`src/rtl/spi_slave.sv`:
```
// SPI mode-0 target: synchronised/oversampled MOSI/SCK/CS, byte RX storage and TX holding register.
// Define SPI_SLAVE_RXFIFO_EN for a 4-entry RX FIFO; otherwise RX storage is a single register.
module spi_slave (
  input  logic       clk,
  input  logic       rst,
  input  logic       spi_cs_n,
  input  logic       spi_clk,
  input  logic       spi_di,
  output logic       spi_do,
  output logic [7:0] rx_dout,
  output logic       rx_avail,
  input  logic       rx_read,
  input  logic [7:0] tx_din,
  input  logic       tx_write,
  output logic       tx_pending,
  output logic       overrun,
  output logic       frame_active
);

  localparam int unsigned DW = 8;
  localparam int unsigned CW = 3;

  typedef enum logic {IDLE, SHIFT} state_t;

  state_t          state;
  logic            cs_s1, cs_s2;
  logic            sck_s1, sck_s2, sck_prev;
  logic            di_s1, di_s2;
  logic [1:0]      settle;
  logic            armed;
  logic [CW-1:0]   bit_cnt;
  logic [DW-1:0]   rx_shift;
  logic [DW-1:0]   tx_shift;
  logic [DW-1:0]   tx_hold;
  logic            skip_fall;

  logic            sck_rise, sck_fall;
  logic            start, byte_done, reload, pop;
  logic [DW-1:0]   rx_byte;

  // Pin synchronisers plus SCK edge-detect stage
  always_ff @(posedge clk) begin
    if (rst) begin
      cs_s1    <= 1'b1;
      cs_s2    <= 1'b1;
      sck_s1   <= 1'b0;
      sck_s2   <= 1'b0;
      sck_prev <= 1'b0;
      di_s1    <= 1'b0;
      di_s2    <= 1'b0;
      settle   <= 2'b00;
    end else begin
      cs_s1    <= spi_cs_n;
      cs_s2    <= cs_s1;
      sck_s1   <= spi_clk;
      sck_s2   <= sck_s1;
      sck_prev <= sck_s2;
      di_s1    <= spi_di;
      di_s2    <= di_s1;
      settle   <= {settle[0], 1'b1};
    end
  end

  assign sck_rise  = sck_s2 & ~sck_prev;
  assign sck_fall  = ~sck_s2 & sck_prev;
  // A frame may only start after CS has genuinely been seen high since reset
  assign start     = (state == IDLE) && armed && !cs_s2;
  assign byte_done = (state == SHIFT) && !cs_s2 && sck_rise && (bit_cnt == CW'(7));
  assign reload    = start || byte_done;
  assign rx_byte   = {rx_shift[6:0], di_s2};
  assign pop       = rx_read && rx_avail;
  assign spi_do    = (state == SHIFT) ? tx_shift[7] : 1'b1;

  // Frame FSM, shift registers and TX holding register
  always_ff @(posedge clk) begin
    if (rst) begin
      state        <= IDLE;
      armed        <= 1'b0;
      bit_cnt      <= '0;
      rx_shift     <= '0;
      tx_shift     <= 8'hFF;
      tx_hold      <= '0;
      tx_pending   <= 1'b0;
      skip_fall    <= 1'b0;
      frame_active <= 1'b0;
    end else begin
      frame_active <= ~cs_s2;
      if (settle[1] && cs_s2) armed <= 1'b1;

      case (state)
        IDLE: begin
          if (start) begin
            state     <= SHIFT;
            bit_cnt   <= '0;
            skip_fall <= 1'b0;
          end
        end
        SHIFT: begin
          if (cs_s2) begin
            state <= IDLE;
          end else if (sck_rise) begin
            rx_shift <= rx_byte;
            bit_cnt  <= bit_cnt + CW'(1);
            // Freshly reloaded byte must present its MSB at the next rise
            if (bit_cnt == CW'(7)) skip_fall <= 1'b1;
          end else if (sck_fall) begin
            if (skip_fall) skip_fall <= 1'b0;
            else           tx_shift  <= {tx_shift[6:0], 1'b1};
          end
        end
        default: state <= IDLE;
      endcase

      if (reload) begin
        tx_shift   <= tx_pending ? tx_hold : 8'hFF;
        tx_pending <= 1'b0;
      end
      if (tx_write) begin
        tx_hold    <= tx_din;
        tx_pending <= 1'b1;
      end
    end
  end

`ifdef SPI_SLAVE_RXFIFO_EN
  localparam int unsigned DEPTH = 4;
  localparam int unsigned PW    = 2;

  logic [DW-1:0] mem [DEPTH];
  logic [PW-1:0] wr_ptr, rd_ptr;
  logic [2:0]    count;
  logic          full, push_ok;

  assign full     = (count == 3'(DEPTH));
  assign push_ok  = byte_done && (!full || pop);
  assign rx_avail = (count != 3'd0);
  assign rx_dout  = mem[rd_ptr];

  // RX FIFO: pop applied before push so a same-cycle pop frees the slot
  always_ff @(posedge clk) begin
    if (rst) begin
      for (int i = 0; i < int'(DEPTH); i++) mem[i] <= 8'hFF;
      wr_ptr  <= '0;
      rd_ptr  <= '0;
      count   <= '0;
      overrun <= 1'b0;
    end else begin
      if (pop) begin
        rd_ptr  <= rd_ptr + PW'(1);
        overrun <= 1'b0;
      end
      if (push_ok) begin
        mem[wr_ptr] <= rx_byte;
        wr_ptr      <= wr_ptr + PW'(1);
      end else if (byte_done) begin
        overrun <= 1'b1;
      end
      count <= count + 3'(push_ok) - 3'(pop);
    end
  end
`else
  logic [DW-1:0] rx_data;
  logic          rx_valid;

  assign rx_avail = rx_valid;
  assign rx_dout  = rx_data;

  // Single RX holding register
  always_ff @(posedge clk) begin
    if (rst) begin
      rx_data  <= 8'hFF;
      rx_valid <= 1'b0;
      overrun  <= 1'b0;
    end else begin
      if (pop) begin
        rx_valid <= 1'b0;
        overrun  <= 1'b0;
      end
      if (byte_done) begin
        if (rx_valid && !pop) begin
          overrun <= 1'b1;
        end else begin
          rx_data  <= rx_byte;
          rx_valid <= 1'b1;
        end
      end
    end
  end
`endif

endmodule

```
`config.mk`:
```
export PLATFORM = sky130hd
export DESIGN_NAME = spi_slave
export DESIGN_NICKNAME = d
export VERILOG_FILES = /design/src/rtl/spi_slave.sv
export SDC_FILE = /design/constraint.sdc
export NUM_CORES = 1
export LEC_CHECK = 0
export BUFFER_PORTS_ARGS = -buffer_cell sky130_fd_sc_hd__buf_2
export CAP_MARGIN = 20
export CORE_UTILIZATION = 40
export CTS_CLUSTER_DIAMETER = 80
export CTS_CLUSTER_SIZE = 30
export DETAILED_ROUTE_END_ITERATION = 6
export PLACE_DENSITY_LB_ADDON = 0.08
export SLEW_MARGIN = 10
export SYNTH_ARGS = -nofsm -noshare
export SYNTH_HDL_FRONTEND = slang
export SYNTH_SLANG_ARGS = --single-unit
```
`constraint.sdc`:
```
create_clock -name clk -period 4.05 [get_ports clk]
set_input_delay 0 -clock clk [delete_from_list [all_inputs] [get_ports clk]]
set_output_delay 0 -clock clk [all_outputs]
set_load 0.02 [all_outputs]
```
; Word-level counts from Yosys, hierarchy flattened
; Index checks and enable logic that the tools add are counted.
; W data, S select, Z words.
[totals]
register_bits = 50
elab_cells = 87
output_inout_bits = 13
[classes]
bitwise = 7
eq_ne = 9
n_reduce_logical = 19
n_mux = 30
n_addsub = 1
[op_table]
columns = operator, count
row1 = $mux W8, 7
row2 = $mux W1, 17
row3 = $mux W3, 3
row4 = $logic_and A1 B1 Y1, 8
row5 = $ne A2 B1 Y1 const B, 4
row6 = $pmux W3 S2, 1
row7 = $reduce_and A3 Y1, 2
row8 = $reduce_bool A2 Y1, 3
row9 = $not A1 Y1, 5
row10 = $reduce_and A5 Y1, 1
row11 = $ne A2 B2 Y1 const B, 2
row12 = $pmux W1 S2, 2
row13 = $reduce_and A4 Y1, 1
row14 = $add A3 B1 Y3 const B, 1
row15 = $eq A3 B3 Y1 const B, 1
row16 = $ne A3 B1 Y1 const B, 1
row17 = $ne A3 B2 Y1 const B, 1
row18 = $and A1 B1 Y1, 2
row19 = $logic_not A1 Y1, 2
row20 = $reduce_and A2 Y1, 1
row21 = $logic_or A1 B1 Y1, 1

; Depth between registers and ports, before layout
[depth]
word_depth = 7
ltp_mapped = 6
depth_no_buf = 5

; Worst setup path after synthesis
; No wires, ideal clock.
[synth_path]
path_type = flip-flop to flip-flop
start = reg bit_cnt[0]
end = reg tx_shift[1]
synth_period_minus_slack_ns = 1.405
stages_incl_launch_ff = 7
arrival_ns = 1.268
setup_ns = 0.137
path_buffers = 1
setup_slack_ns = 2.645
cell_sequence = dfxtp_1 -> ha_1 -> ha_1 -> nand4b_1 -> and3_1 -> clkbuf_1 -> a32oi_1
[synth_between]
elab_chain_cells = 5
elab_cells_between_ends = 10
cone_classes = eq/ne (4) / mux (1) / reduce/logical (5)
[synth_lines]
columns = element, line_no
row1 = start: declaration, 31  ; logic [CW-1:0] bit_cnt;
row2 = start signal: assignment, 103  ; bit_cnt <= bit_cnt + CW'(1);
row3 = $eq A3 B3 Y1 *, 68  ; assign byte_done = (state == SHIFT) && !cs_s2 && sck_rise && (bit_cnt == CW'(7));
row4 = $logic_and A1 B1 Y1 *, 68
row5 = $logic_or A1 B1 Y1 *, 69  ; assign reload = start || byte_done;
row6 = $ne A2 B1 Y1 (no line) / $reduce_bool A2 Y1 (equally long branches), n/a
row7 = $reduce_and A5 Y1 (no line), n/a
row8 = end signal: assignment, 108  ; else tx_shift <= {tx_shift[6:0], 1'b1};
row9 = end signal: assignment, 115  ; tx_shift <= tx_pending ? tx_hold : 8'hFF;
row10 = end: declaration, 33  ; logic [DW-1:0] tx_shift;
; Mark *: on every way between the ends. The rest lies on a longest branch, timed or not.
; A chain may end at the register's enable or synchronous reset.

; Worst setup path in the final report
[layout_path]
start = reg bit_cnt[0]
end = reg tx_shift[2]
; Same word-level chain as after synthesis.

==> reports/qor.csv <==
stage,metric,value,unit
final_layout,n_antenna_cell,0,
synth,syn_area_per_cell,10.10,um^2
drt,drtAntennaViolNets,0,
synth,synth_edf_count,0,
global_route,grt_antenna_before_repair,0,
final_layout,fillers,496,
drt,drt_pre_antenna_iters,4,
floorplan,start_util,42.13,%
final_layout,drive_above_1_share,16.60,%
timing,tightest_slew,803.7,ps
status,outcome,"finished, final reports clean",
timing,final_hold_viol_count,0,
worst_setup_path,critPathCaptureType,flip-flop,
clock_network,path_clk_slew,80,ps
floorplan,dieHeight,73.23,um
timing,setup_violations,0,
synth,synth-simple-area-share,19.91,%
global_route,grt_pass1_vias,1428,
drt,wirelength,3.753,mm
timing,period_share,42.31,%
clock_network,root_buffer,clkbuf_8,
drt,drtIter0Drc,87,
worst_setup_path,cp.arrival,1870,ps
synth,netlist_area,2029,um^2
global_route,grt_pass1_wl,6.320,mm
synth,synth_fa_ha_area_share,1.233,%
worst_setup_path,cp-startpoint,bit_cnt[0],
place,dp_hpwl,2.581,mm
timing,max-slew-margin-rel,46.42,%
worst_setup_path,path_max_fanout,7,
clock_network,cts_buffers,5,
synth,synth_top_family_by_area,simple AND/OR/NAND/NOR gates,
timing,maxSlewViolCount,0,
drt,avgRoutedWirePerCell,12.43,um
synth,synth_cells,201,
synth,synth_ff_type,dfxtp_1,
final_layout,layout_commonest_cell,dfxtp_1,
floorplan,die_area,5363,um^2
global_route,grtUsageTotal,15.47,%
final_layout,synthToLayoutAreaGrowth,16.34,%
clock_network,cts.path.max_buffers,2,
synth,yosys.cell_types.count,33,
timing,rsz0062_at_grt,false,
worst_setup_path,required,4210,ps
run,drv_cap,0,
clock_network,clock-sinks,50,
synth,syn_nets,218,
timing,max_freq,583.6,MHz
timing,period_minus_slack,1713,ps
clock_network,ctsHoldBuffers,12,
worst_setup_path,worstReg2RegStart,bit_cnt[0],
synth,yosysSeqAreaShare,49.32,%
floorplan,rows,25,
floorplan,core_area,4817,um^2
synth,synth-xor-area-share,0,%
drt,drc_errors,0,
synth,ys_ff_latch,50,
worst_setup_path,critical_path.endpoint,tx_shift[2],
timing,tns,0,ps
synth,async_reset_ff_share,0,%
global_route,grt_overflow,0,
floorplan,die_x,73.23,um
worst_setup_path,r2r_cells,5,
worst_hold_path,hold_path_class,primary input to flip-flop,
clock_network,clk_latency,290,ps
synth,synth_compound_area_share,9.556,%
place,io_buffers,27,
final_layout,final_cell_mix,"dfxtp_1 (50), nor2_1 (33), mux2i_1 (31)",
power,leakagePower,0.9243,nW
power,peakVddDrop,166.2,uV
floorplan,num_io_pins,28,
power,power_density,355.2,nW/um^2
global_route,grt_max_degree,50,
clock_network,postCtsSetupBuffers,0,
worst_setup_path,r2r_slack,2340,ps
place,gp_congestion,0.7740,
clock_network,htreeDepth,2,
final_layout,postLayoutCellArea,2361,um^2
final_layout,nets,252,
timing,fin_ws,2337,ps
worst_setup_path,worstReg2RegEnd,tx_shift[2],
place,place_ws,2337,ps
clock_network,cts_tree,done,
synth,yosysWarningCount,0,
drt,dr_total_vias,1499,
place,place_area,2161,um^2
drt,via_per_inst,4.964,
clock_network,cts_resized,0,
worst_setup_path,startpoint_type,flip-flop,
timing,fin_skew,2.813,ps
synth,muxShareOfSynthArea,15.29,%
worst_setup_path,crit_type,flip-flop to flip-flop,
per-stage QoR:
stage	total power, mW	utilization, %	cells	hold WS (ps)
finish	0.8387	49.01	302	144.1
global route	0.8789	49.01	302	151.2
CTS	0.8549	49.01	302	131.6
detailed placement	0.5745	44.86	283	188.2
global placement	0.5727	44.86	283	190.4
floorplan	0.5582	-	201	100.5
worst min-delay path by stage:
stage | start | to | slack, ps | cells after the start
after floorplan | rx_read | overrun | 100 | 1
after global placement | spi_cs_n | cs_s1 | 190 | 2
after detailed placement | spi_cs_n | cs_s1 | 190 | 2
after CTS | tx_write | tx_hold[1] | 130 | 3
after global routing | tx_write | tx_hold[3] | 150 | 3
final | tx_write | tx_hold[2] | 140 | 3
routing by layer:
| metal | vias up | global-route usage (%) | wire, um |
|---|---|---|---|
| li1 | 767 | - | - |
| met1 | 698 | 19.52 | 1885 |
| met2 | 28 | 24.90 | 1648 |
| met3 | 6 | 4.834 | 170 |
| met4 | 0 | 5.229 | 49 |
| met5 | - | 0 | 0 |
flip-flops by register name (all words and copies together), names as in the netlist, 2 cells and up:
register  flops
rx_shift      7
rx_dout       8
tx_shift      8
settle        2
tx_hold       8
bit_cnt       3
synth_stat cells, types with 3 or more instances:
library cell   n  share of area [%]
dfxtp_1       50                 49
nor2_1        33                6.1
mux2i_1       31                 15
o21ai_0       10                2.5
nand3_1        9                2.2
nand2b_1       8                2.5
a32oi_1        7                3.0
nor2b_1        7                2.2
a21oi_1        6                1.5
a211oi_1       3                1.1
buf_2          3               0.74
buf_6          3                1.7
clkbuf_1       3               0.55
nand2_1        3               0.55
final cells by class:
type / instances / area (um^2) / share of cell area [%]
clock buffers: 6 / 72.57 / 3.074
flip-flops and latches: 50 / 1001 / 42.40
clock inverters: 1 / 7.507 / 0.3180
well taps: 67 / 83.83 / 3.551
repair buffers: 39 / 255.2 / 10.81
multi-input cells: 137 / 933.4 / 39.53
inverters: 2 / 7.507 / 0.3180
worst max-delay path, stage by stage, from the launching register on:
cell      delay, ps
dfxtp_1         360
ha_1            160
ha_1            210
nand4b_1        170
a21oi_1         540
a32oi_1         130
logic make-up (layout without fill, tap and decap cells):
kind of cell / after synthesis / count (layout)
compound gates: 30 / 30
fa+ha+maj: 2 / 2
buf+inv: 14 / 48
flops: 50 / 50
mux: 31 / 31
simple gates: 74 / 74
power by group:
group / switching, mW / total (mW) / internal [mW] / leakage, nW
registers: 0.0104 / 0.513 / 0.503 / 0.408
logic: 0.0274 / 0.0580 / 0.0306 / 0.479
clock network: 0.149 / 0.268 / 0.118 / 0.0373
(Power assumes the default switching activity.)
